[config.mk]
export PLATFORM = sky130hd
export DESIGN_NAME = zoom_line_buf_ctrl
export DESIGN_NICKNAME = d
export VERILOG_FILES = /design/src/rtl/zoom_line_buf_ctrl.sv
export SDC_FILE = /design/constraint.sdc
export NUM_CORES = 1
export LEC_CHECK = 0
export CORE_MARGIN = 4
export CORE_UTILIZATION = 55
export DETAILED_ROUTE_END_ITERATION = 6
export HOLD_SLACK_MARGIN = 0.03
export PLACE_DENSITY = 0.91
export REMOVE_ABC_BUFFERS = 1
export SLEW_MARGIN = 30
export SYNTH_ARGS = -nofsm -noshare
export SYNTH_HDL_FRONTEND = slang
export SYNTH_SLANG_ARGS = --single-unit
[constraint.sdc]
create_clock -name clk -period 12.5 [get_ports clk]
set_input_delay 1.25 -clock clk [delete_from_list [all_inputs] [get_ports clk]]
set_output_delay 1.25 -clock clk [all_outputs]
set_load 0.02 [all_outputs]
[src/rtl/zoom_line_buf_ctrl.sv]
`default_nettype none
// ============================================================================
// Module   : zoom_line_buf_ctrl
// Brief    : Line-RAM sequencer for the HDMI zoom path. Writes one source line,
//            then reads it back through a fixed-point DDA horizontal resampler.
// Revision : 1.0 - initial release
// ============================================================================
module zoom_line_buf_ctrl #(
    parameter int ADDR_WIDTH = 11,
    parameter int DATA_WIDTH = 24,
    parameter int FRAC_WIDTH = 12,
    parameter int RD_LATENCY = 2
) (
    input  logic                             clk,
    input  logic                             rst,
    input  logic                             line_start,
    input  logic [ADDR_WIDTH:0]              cfg_src_width,
    input  logic [ADDR_WIDTH:0]              cfg_dst_width,
    input  logic [ADDR_WIDTH+FRAC_WIDTH-1:0] cfg_step,
    input  logic                             s_valid,
    input  logic [DATA_WIDTH-1:0]            s_data,
    output logic                             s_ready,
    output logic                             m_valid,
    output logic [DATA_WIDTH-1:0]            m_data,
    output logic                             busy,
    output logic                             line_done,
    output logic [ADDR_WIDTH-1:0]            ram_addr,
    output logic [DATA_WIDTH-1:0]            ram_wr_data,
    output logic                             ram_wr_en,
    input  logic [DATA_WIDTH-1:0]            ram_rd_data
);

    localparam int c_CNT_W = ADDR_WIDTH + 1;
    localparam int c_ACC_W = ADDR_WIDTH + FRAC_WIDTH + 1;
    localparam logic [c_CNT_W-1:0] c_MAX_WIDTH = {1'b1, {ADDR_WIDTH{1'b0}}};
    localparam logic [c_CNT_W-1:0] c_ONE       = {{ADDR_WIDTH{1'b0}}, 1'b1};

    typedef enum logic [2:0] {
        S_IDLE  = 3'd0,
        S_WRITE = 3'd1,
        S_READ  = 3'd2,
        S_DRAIN = 3'd3,
        S_DONE  = 3'd4
    } state_t;

    state_t                           r_state;
    state_t                           w_next;

    logic [c_CNT_W-1:0]               r_src_w;
    logic [c_CNT_W-1:0]               r_dst_w;
    logic [ADDR_WIDTH+FRAC_WIDTH-1:0] r_step;
    logic [c_CNT_W-1:0]               r_wr_cnt;
    logic [c_CNT_W-1:0]               r_rd_cnt;
    logic [c_ACC_W-1:0]               r_acc;
    logic [RD_LATENCY:0]              r_vld;
    logic                             r_busy;
    logic [ADDR_WIDTH-1:0]            r_ram_addr;
    logic [DATA_WIDTH-1:0]            r_ram_wr_data;
    logic                             r_ram_wr_en;

    logic                             w_start;
    logic [c_CNT_W-1:0]               w_src_sat;
    logic [c_CNT_W-1:0]               w_dst_sat;
    logic [c_CNT_W-1:0]               w_src_last;
    logic                             w_wr_fire;
    logic                             w_wr_last;
    logic                             w_rd_issue;
    logic                             w_rd_last;
    logic                             w_pipe_empty;
    logic [c_CNT_W-1:0]               w_acc_int;
    logic [ADDR_WIDTH-1:0]            w_rd_addr;
    logic [c_ACC_W:0]                 w_acc_sum;
    logic [c_ACC_W-1:0]               w_acc_next;
    logic                             w_s_ready;
    logic                             w_line_done;

    // A new line is only taken once busy has fully fallen after the previous one.
    assign w_start    = (r_state == S_IDLE) && line_start && !r_busy;
    assign w_src_sat  = (cfg_src_width > c_MAX_WIDTH) ? c_MAX_WIDTH : cfg_src_width;
    assign w_dst_sat  = (cfg_dst_width > c_MAX_WIDTH) ? c_MAX_WIDTH : cfg_dst_width;
    assign w_src_last = r_src_w - c_ONE;

    assign w_wr_fire  = (r_state == S_WRITE) && s_valid;
    assign w_wr_last  = w_wr_fire && (r_wr_cnt == w_src_last);
    assign w_rd_issue = (r_state == S_READ);
    assign w_rd_last  = w_rd_issue && (r_rd_cnt == (r_dst_w - c_ONE));

    // Only the output stage may still be set once the last read is on its way out.
    assign w_pipe_empty = (r_vld[RD_LATENCY-1:0] == '0);

    // Integer part of the DDA position, clamped to the last source pixel.
    assign w_acc_int  = r_acc[c_ACC_W-1:FRAC_WIDTH];
    assign w_rd_addr  = (w_acc_int > w_src_last) ? w_src_last[ADDR_WIDTH-1:0]
                                                 : w_acc_int[ADDR_WIDTH-1:0];

    // Saturating accumulate keeps the position monotonic for any step value.
    assign w_acc_sum  = {1'b0, r_acc} + {2'b00, r_step};
    assign w_acc_next = w_acc_sum[c_ACC_W] ? {c_ACC_W{1'b1}} : w_acc_sum[c_ACC_W-1:0];

    always_ff @(posedge clk or posedge rst) begin
        if (rst) begin
            r_state <= S_IDLE;
        end else begin
            r_state <= w_next;
        end
    end

    always_comb begin
        w_next      = r_state;
        w_s_ready   = 1'b0;
        w_line_done = 1'b0;
        case (r_state)
            S_IDLE: begin
                if (w_start) begin
                    if ((w_src_sat == '0) || (w_dst_sat == '0)) begin
                        w_next = S_DONE;
                    end else begin
                        w_next = S_WRITE;
                    end
                end
            end
            S_WRITE: begin
                w_s_ready = 1'b1;
                if (w_wr_last) begin
                    w_next = S_READ;
                end
            end
            S_READ: begin
                if (w_rd_last) begin
                    w_next = S_DRAIN;
                end
            end
            S_DRAIN: begin
                if (w_pipe_empty) begin
                    w_next = S_DONE;
                end
            end
            S_DONE: begin
                w_line_done = 1'b1;
                w_next      = S_IDLE;
            end
            default: begin
                w_next = S_IDLE;
            end
        endcase
    end

    always_ff @(posedge clk or posedge rst) begin
        if (rst) begin
            r_src_w       <= '0;
            r_dst_w       <= '0;
            r_step        <= '0;
            r_wr_cnt      <= '0;
            r_rd_cnt      <= '0;
            r_acc         <= '0;
            r_vld         <= '0;
            r_busy        <= 1'b0;
            r_ram_addr    <= '0;
            r_ram_wr_data <= '0;
            r_ram_wr_en   <= 1'b0;
        end else begin
            r_ram_wr_en <= 1'b0;
            // Bit 0 marks the cycle an address is presented to the RAM.
            r_vld       <= {r_vld[RD_LATENCY-1:0], w_rd_issue};
            r_busy      <= (w_next != S_IDLE) || (r_state != S_IDLE);
            case (r_state)
                S_IDLE: begin
                    if (w_start) begin
                        r_src_w  <= w_src_sat;
                        r_dst_w  <= w_dst_sat;
                        r_step   <= cfg_step;
                        r_wr_cnt <= '0;
                        r_rd_cnt <= '0;
                        r_acc    <= '0;
                    end
                end
                S_WRITE: begin
                    if (w_wr_fire) begin
                        r_ram_addr    <= r_wr_cnt[ADDR_WIDTH-1:0];
                        r_ram_wr_data <= s_data;
                        r_ram_wr_en   <= 1'b1;
                        r_wr_cnt      <= r_wr_cnt + c_ONE;
                        if (w_wr_last) begin
                            r_acc    <= '0;
                            r_rd_cnt <= '0;
                        end
                    end
                end
                S_READ: begin
                    r_ram_addr <= w_rd_addr;
                    r_acc      <= w_acc_next;
                    r_rd_cnt   <= r_rd_cnt + c_ONE;
                end
                default: begin
                end
            endcase
        end
    end

    assign s_ready     = w_s_ready;
    assign line_done   = w_line_done;
    assign busy        = r_busy;
    assign m_valid     = r_vld[RD_LATENCY];
    assign m_data      = ram_rd_data;
    assign ram_addr    = r_ram_addr;
    assign ram_wr_data = r_ram_wr_data;
    assign ram_wr_en   = r_ram_wr_en;

endmodule
`default_nettype wire
Word level (Yosys, flattened, before mapping)
Cells that the tools add are included.
- bits in registers: 138
- output and inout bits: 64
- word-level logic and storage cells: 77
- $add $sub $neg: 5
- order comparisons: 3
- equal/unequal tests: 9
- muxes and demuxes: 26
- reduce and logical (&&, ||, !) cells: 22
- operators with widths (kind ; count):
    $mux 24 ; 4
    $mux 12 ; 6
    $pmux 24 s3 ; 1
    $pmux 12 s3 ; 1
    $add 24x23->25 ; 1
    $add 12x1->12 const B ; 2
    $eq 12x12->1 ; 2
    $gt 12x12->1 const B ; 2
    $logic_not 12->1 ; 2
    $pmux 12 s2 ; 1
    $sub 12x1->12 const B ; 2
    $mux 11 ; 2
    $pmux 11 s2 ; 1
    $mux 3 ; 5
    $gt 12x12->1 ; 1
    $pmux 3 s4 ; 1
    $reduce_bool 3->1 ; 3
    $eq 3x2->1 const B ; 2
    $ne 2x2->1 const B ; 3
    $reduce_and 2->1 ; 3
    $logic_and 1x1->1 ; 5
    $mux 1 ; 4
    $reduce_and 4->1 ; 1
    $reduce_bool 2->1 ; 2
    7 further kinds ; 8

Longest topological paths before layout
- depth in word-level cells: 9
- depth in mapped cells: 15
- gate-level depth less buffers: 14

Worst setup path after synthesis
No wires, ideal clock.
- path kind: flip-flop to flip-flop
- from: register r_src_w[0]
- to: register r_ram_addr[10] (netlist: ram_addr[10])
- arrival: 3.229 ns
- slack: 9.134 ns
- stages on the path, launching flop included: 15
- period minus slack after synthesis: 3.366 ns
- path through: dfrtp_1 > inv_1 > ha_1 > or4b_4 > or4_4 > xor2_1 > ha_1 > nand4_1 > or2_2 > a21oi_1 > o22a_1 > clkbuf_1 > nand2_1 > o211ai_1 > o21ai_0
- longest elaborated chain between the ends: 4
- RTL lines (element ; line ; RTL):
    start: declaration ; 49 ; logic [c_CNT_W-1:0] r_src_w;
    start signal: assignment ; 169 ; r_src_w <= w_src_sat;
    $sub 12x1->12 * ; 81 ; assign w_src_last = r_src_w - c_ONE;
    $gt 12x12->1 ; 93 ; assign w_rd_addr = (w_acc_int > w_src_last) ? w_src_last[ADDR_WIDTH-1:0]
    $mux 11 * ; 93 ;
    $pmux 11 s2 * ; 166 ; case (r_state)
    end signal: assignment ; 179 ; r_ram_addr <= r_wr_cnt[ADDR_WIDTH-1:0];
    end signal: assignment ; 190 ; r_ram_addr <= w_rd_addr;
    end: declaration ; 57 ; logic [ADDR_WIDTH-1:0] r_ram_addr;
Mark *: on every way between the ends. The rest lies on a longest branch, timed or not.
A chain may end at the register's enable or synchronous reset.

Worst setup path in the final report
- from: input port s_valid
- to: register r_rd_cnt[8]
- longest elaborated chain between the ends: 4
- RTL lines (element ; line ; RTL):
    start: declaration ; 20 ; input logic s_valid,
    $logic_and 1x1->1 * ; 83 ; assign w_wr_fire = (r_state == S_WRITE) && s_valid;
    $logic_and 1x1->1 ; 84 ; assign w_wr_last = w_wr_fire && (r_wr_cnt == w_src_last);
    $ne 2x2->1 (no line) ; - ;
    $reduce_and 4->1 (no line) * ; - ;
    end signal: assignment ; 192 ; r_rd_cnt <= r_rd_cnt + c_ONE;
    end: declaration ; 53 ; logic [c_CNT_W-1:0] r_rd_cnt;
Marks and branches as above.

==> results.md <==
Power and ir drop:
- The maximum vdd drop is 0.124 mV.
- In this run the power density over the cells is 206 mW/mm2.
- The analysis attributes to cell leakage a power of 4.54 nW.

STA:
- The total negative setup slack is 0 ps.
- Setup violations remaining at the end of the flow were counted as 0.
- The tightest slew margin relative to the limit is 37.3%.
- The period utilization is 32.8%.
- The final count of hold timing violations is 0.
- Final hold analysis gives a worst-case slack of 408 ps.
- Setup repair after global routing left no endpoint under its margin.
- Between clock sinks in the finished design, the worst skew comes to 8.20 ps.
- The final number of max-transition violations came to 0.
- The worst path needs 4110 ps of the cycle, external delays included.
- For the pin with the worst max-slew slack, the measured transition is 937 ps.
- The achievable clock frequency is 244 MHz.

Critical path:
- The arrival time of the worst setup path is 4380 ps.
- The largest driver fanout on the critical path is 40.
- In this run the worst setup path begins at s_valid.
- The worst setup path is of the input pin to flop kind.
- The slack of the worst reg-to-reg path is 8500 ps.
- The source of the worst register-to-register timing path is r_src_w[0]$_DFFE_PP0P_.
- The startpoint type of the worst setup path is an input pin.
- The worst setup path is captured at a flop.
- The data required time at the worst endpoint is 12780 ps.

Clocking:
- For this design, the sink count on the clock tree is 138.
- The number of cells upsized or downsized after cts is 0.
- Clock-pin slew was measured on the worst setup and hold paths at 60 ps.
- The H-tree depth is 4.
- Clock tree synthesis selected as its root buffer the cell sky130_fd_sc_hd__clkbuf_16.
- Hold repair after CTS inserted 0 buffers.
- The latest clock arrival within the worst-skew pair is 420 ps.
- No sink is reached through more buffers than the 2 on the longest clock path.
- The total CTS buffers is 17.
- Buffers added to address setup during post-CTS repair amount to 0.
- The CTS tree is built.

Cells and area:
- The relative area change from synthesis to final layout is 21.1%.
- The antenna cell count is 0.
- The layout has 1069 filler cells.
- The share of cells above drive strength 1 is 5.27%.
- For this run, the post-layout net count is 1114.

Job:
- The max-cap violation count is 0.

Drt:
- The count of nets left with antenna violations once routing finished came out at 0.
- After detailed routing, the number of remaining DRC violations is 0.
- The mean number of vias per cell is 5.90.
- The first TritonRoute pass finished after 5 iterations.
- The routed via count is 6889.
- The detailed-route wire length is 20000 um.
- The detailed router finished its first iteration with 530 violations.
- Dividing the detail-routed wire length by the instance count gives 17.1 um.

Global route:
- The total congestion overflow after global routing is 0.
- The pin count of the biggest net entering global routing is 72.
- The total global routing track utilization is 24.7%.
- The initial antenna violation count is 0.
- The number of global-route vias before repair is 6724.
- The first-pass GRT wire length is 33000 um.

Synthesis:
- Synthesis instantiated 66 different standard cells from the library.
- During synthesis, Yosys emitted a total of 0 warnings.
- The library cell occupying the most area in the post-synthesis netlist is sky130_fd_sc_hd__dfrtp_1.
- The proportion of netlist area held by the largest area contributor is 42.9%.
- The async set-reset flop share out of synthesis is 100%.
- After technology mapping, the gate count stands at 901.
- Sorting the synthesized cells by how often they occur yields 229 x sky130_fd_sc_hd__nand2_1, 138 x sky130_fd_sc_hd__dfrtp_1, 57 x sky130_fd_sc_hd__o21ai_0.
- In the synthesized netlist the dominant register cell turns out to be sky130_fd_sc_hd__dfrtp_1.
- The count of flip-flops with a built-in enable after synthesis is 0.
- Sequential elements use 42.9% of the synthesized area.
- The mean cell area of the mapped netlist is 8.94 um2.
- The synthesized area is 0.00805 mm2.
- The library cell with the highest instance count after synthesis is sky130_fd_sc_hd__nand2_1.
- After synthesis, the cell types taking the most area are sky130_fd_sc_hd__dfrtp_1 43%, sky130_fd_sc_hd__nand2_1 11%, sky130_fd_sc_hd__ha_1 6.1%.
- The post-synthesis sequential element count is 138.

Die:
- The top-level I/O count is 163.
- The die span in y is 129 um.
- The die covers 0.0166 mm2.
- Measured along the x axis, the die boundary spans 129 um.
- The initial cell density of the core is 57.1%.
- The number of core rows is 43.
- After floorplanning, the core was sized to cover 0.0141 mm2.

Placement:
- The routability-driven placement congestion ratio is 0.874.
- In this run the tool buffered the top-level ports with 114 buffer cells.
- The wire-length estimate of the detail-placed layout is 13800 um.

Outcome:
- The flow ran to the end, and the final reports show no timing, DRC or antenna violations.

Min path:
- The path type of the worst min-delay path is flop to flop.
- In this run the most critical hold path is launched from r_vld[1]$_DFF_PP0_.
-- kinds of logic after synthesis --
logic type / Yosys count / share of synthesized area [%]
multiplexers: 12 / 1.51
AO/OA/AOI/OAI: 181 / 15.4
XOR/XNOR: 63 / 6.85
AND/OR/NAND/NOR: 377 / 21.4
buffers and inverters: 90 / 5.66
flip-flops: 138 / 42.9
adder cells (fa/ha/maj): 40 / 6.31
-- worst max-delay path, cell delays in order --
cell                              delay (ps)
sky130_fd_sc_hd__clkdlybuf4s50_1         470
sky130_fd_sc_hd__nand2_2                 330
sky130_fd_sc_hd__inv_1                   140
sky130_fd_sc_hd__buf_4                   410
sky130_fd_sc_hd__nand3_1                 130
sky130_fd_sc_hd__nor3_1                  250
sky130_fd_sc_hd__nand4b_1                170
sky130_fd_sc_hd__nor4b_4                 370
sky130_fd_sc_hd__o21ai_4                 320
sky130_fd_sc_hd__o21ai_0                 330
sky130_fd_sc_hd__o21ai_0                 170
-- where the power goes --
part | internal, mW | leakage [nW] | switching (mW)
Combinational | 0.346 | 2.42 | 0.436
Sequential | 0.565 | 1.81 | 0.111
Clock | 0.356 | 0.315 | 0.190
Total | 1.27 | 4.54 | 0.737
-- stage by stage --
| stage | setup slack, ps | cells | power (mW) | utilization [%] | area [um2] |
|---|---|---|---|---|---|
| 6_report | 8390 | 1167 | 2.00 | 69.2 | 9750 |
| 5_1_grt | 8090 | 1167 | 2.13 | 69.2 | 9750 |
| 4_1_cts | 8390 | 1167 | 2.01 | 69.2 | 9750 |
| 3_5_place_dp | 7990 | 1136 | 1.46 | 64.6 | 9110 |
| 3_3_place_gp | 7800 | 1136 | 1.42 | 64.6 | 9110 |
| 2_1_floorplan | 7550 | 836 | 1.20 | - | 7690 |
-- cells in the final DEF, fill, tap and decap left out, types with 7 or more instances in the layout --
cell type                         instances
sky130_fd_sc_hd__a21o_1                  10
sky130_fd_sc_hd__a21oi_1                 32
sky130_fd_sc_hd__a221o_1                 21
sky130_fd_sc_hd__clkbuf_16               17
sky130_fd_sc_hd__clkdlybuf4s50_1        114
sky130_fd_sc_hd__dfrtp_1                138
sky130_fd_sc_hd__ha_1                    39
sky130_fd_sc_hd__inv_1                   23
sky130_fd_sc_hd__mux2i_1                 11
sky130_fd_sc_hd__nand2_1                228
sky130_fd_sc_hd__nand3_1                 11
sky130_fd_sc_hd__nand3b_1                16
sky130_fd_sc_hd__nand4_1                 11
sky130_fd_sc_hd__nor2_1                  41
sky130_fd_sc_hd__nor2b_1                  7
sky130_fd_sc_hd__nor3_1                  21
sky130_fd_sc_hd__o211ai_1                12
sky130_fd_sc_hd__o21ai_0                 57
sky130_fd_sc_hd__xnor2_1                 43
sky130_fd_sc_hd__xor2_1                  20
-- metal layers --
| layer | track usage [%] | wire length, um | vias up |
|---|---|---|---|
| met3 | 5.65 | 1510 | 38 |
| li1 | - | - | 3272 |
| met4 | 8.09 | 354 | 0 |
| met1 | 31.4 | 8380 | 3303 |
| met5 | 0.588 | 0 | - |
| met2 | 41.7 | 9760 | 276 |
-- sequential cells by signal, summed over array words and instances, names as in the netlist --
signal       count
r_acc           24
ram_wr_data     24
r_step          23
r_dst_w         12
r_rd_cnt        12
r_src_w         12
r_wr_cnt        12
ram_addr        11
r_state          3
r_vld            3
busy             1
ram_wr_en        1
-- final cells by class --
cell class,count,area [um2],area share [%]
clock buffers,18,439,4.50
clock inverters,13,200,2.05
inverters,25,98.8,1.01
multi-input cells,673,4150,42.5
flip-flops and latches,138,3450,35.4
well taps,180,225,2.31
repair buffers,120,1190,12.2
-- worst paths after layout --
path | endpoint | cells past startpoint
min in group asynchronous | ram_wr_data[14]$_DFFE_PP0P_ | 2
max in group asynchronous | r_acc[15]$_DFFE_PP0P_ | 3
worst min-delay path | r_vld[2]$_DFF_PP0_ | 0
worst min register to register | r_vld[2]$_DFF_PP0_ | 0
worst max-delay path | r_rd_cnt[8]$_DFFE_PP0P_ | 11
worst max register to register | ram_addr[0]$_DFFE_PP0P_ | 13
Note: power is estimated with default switching activity, not from simulation.
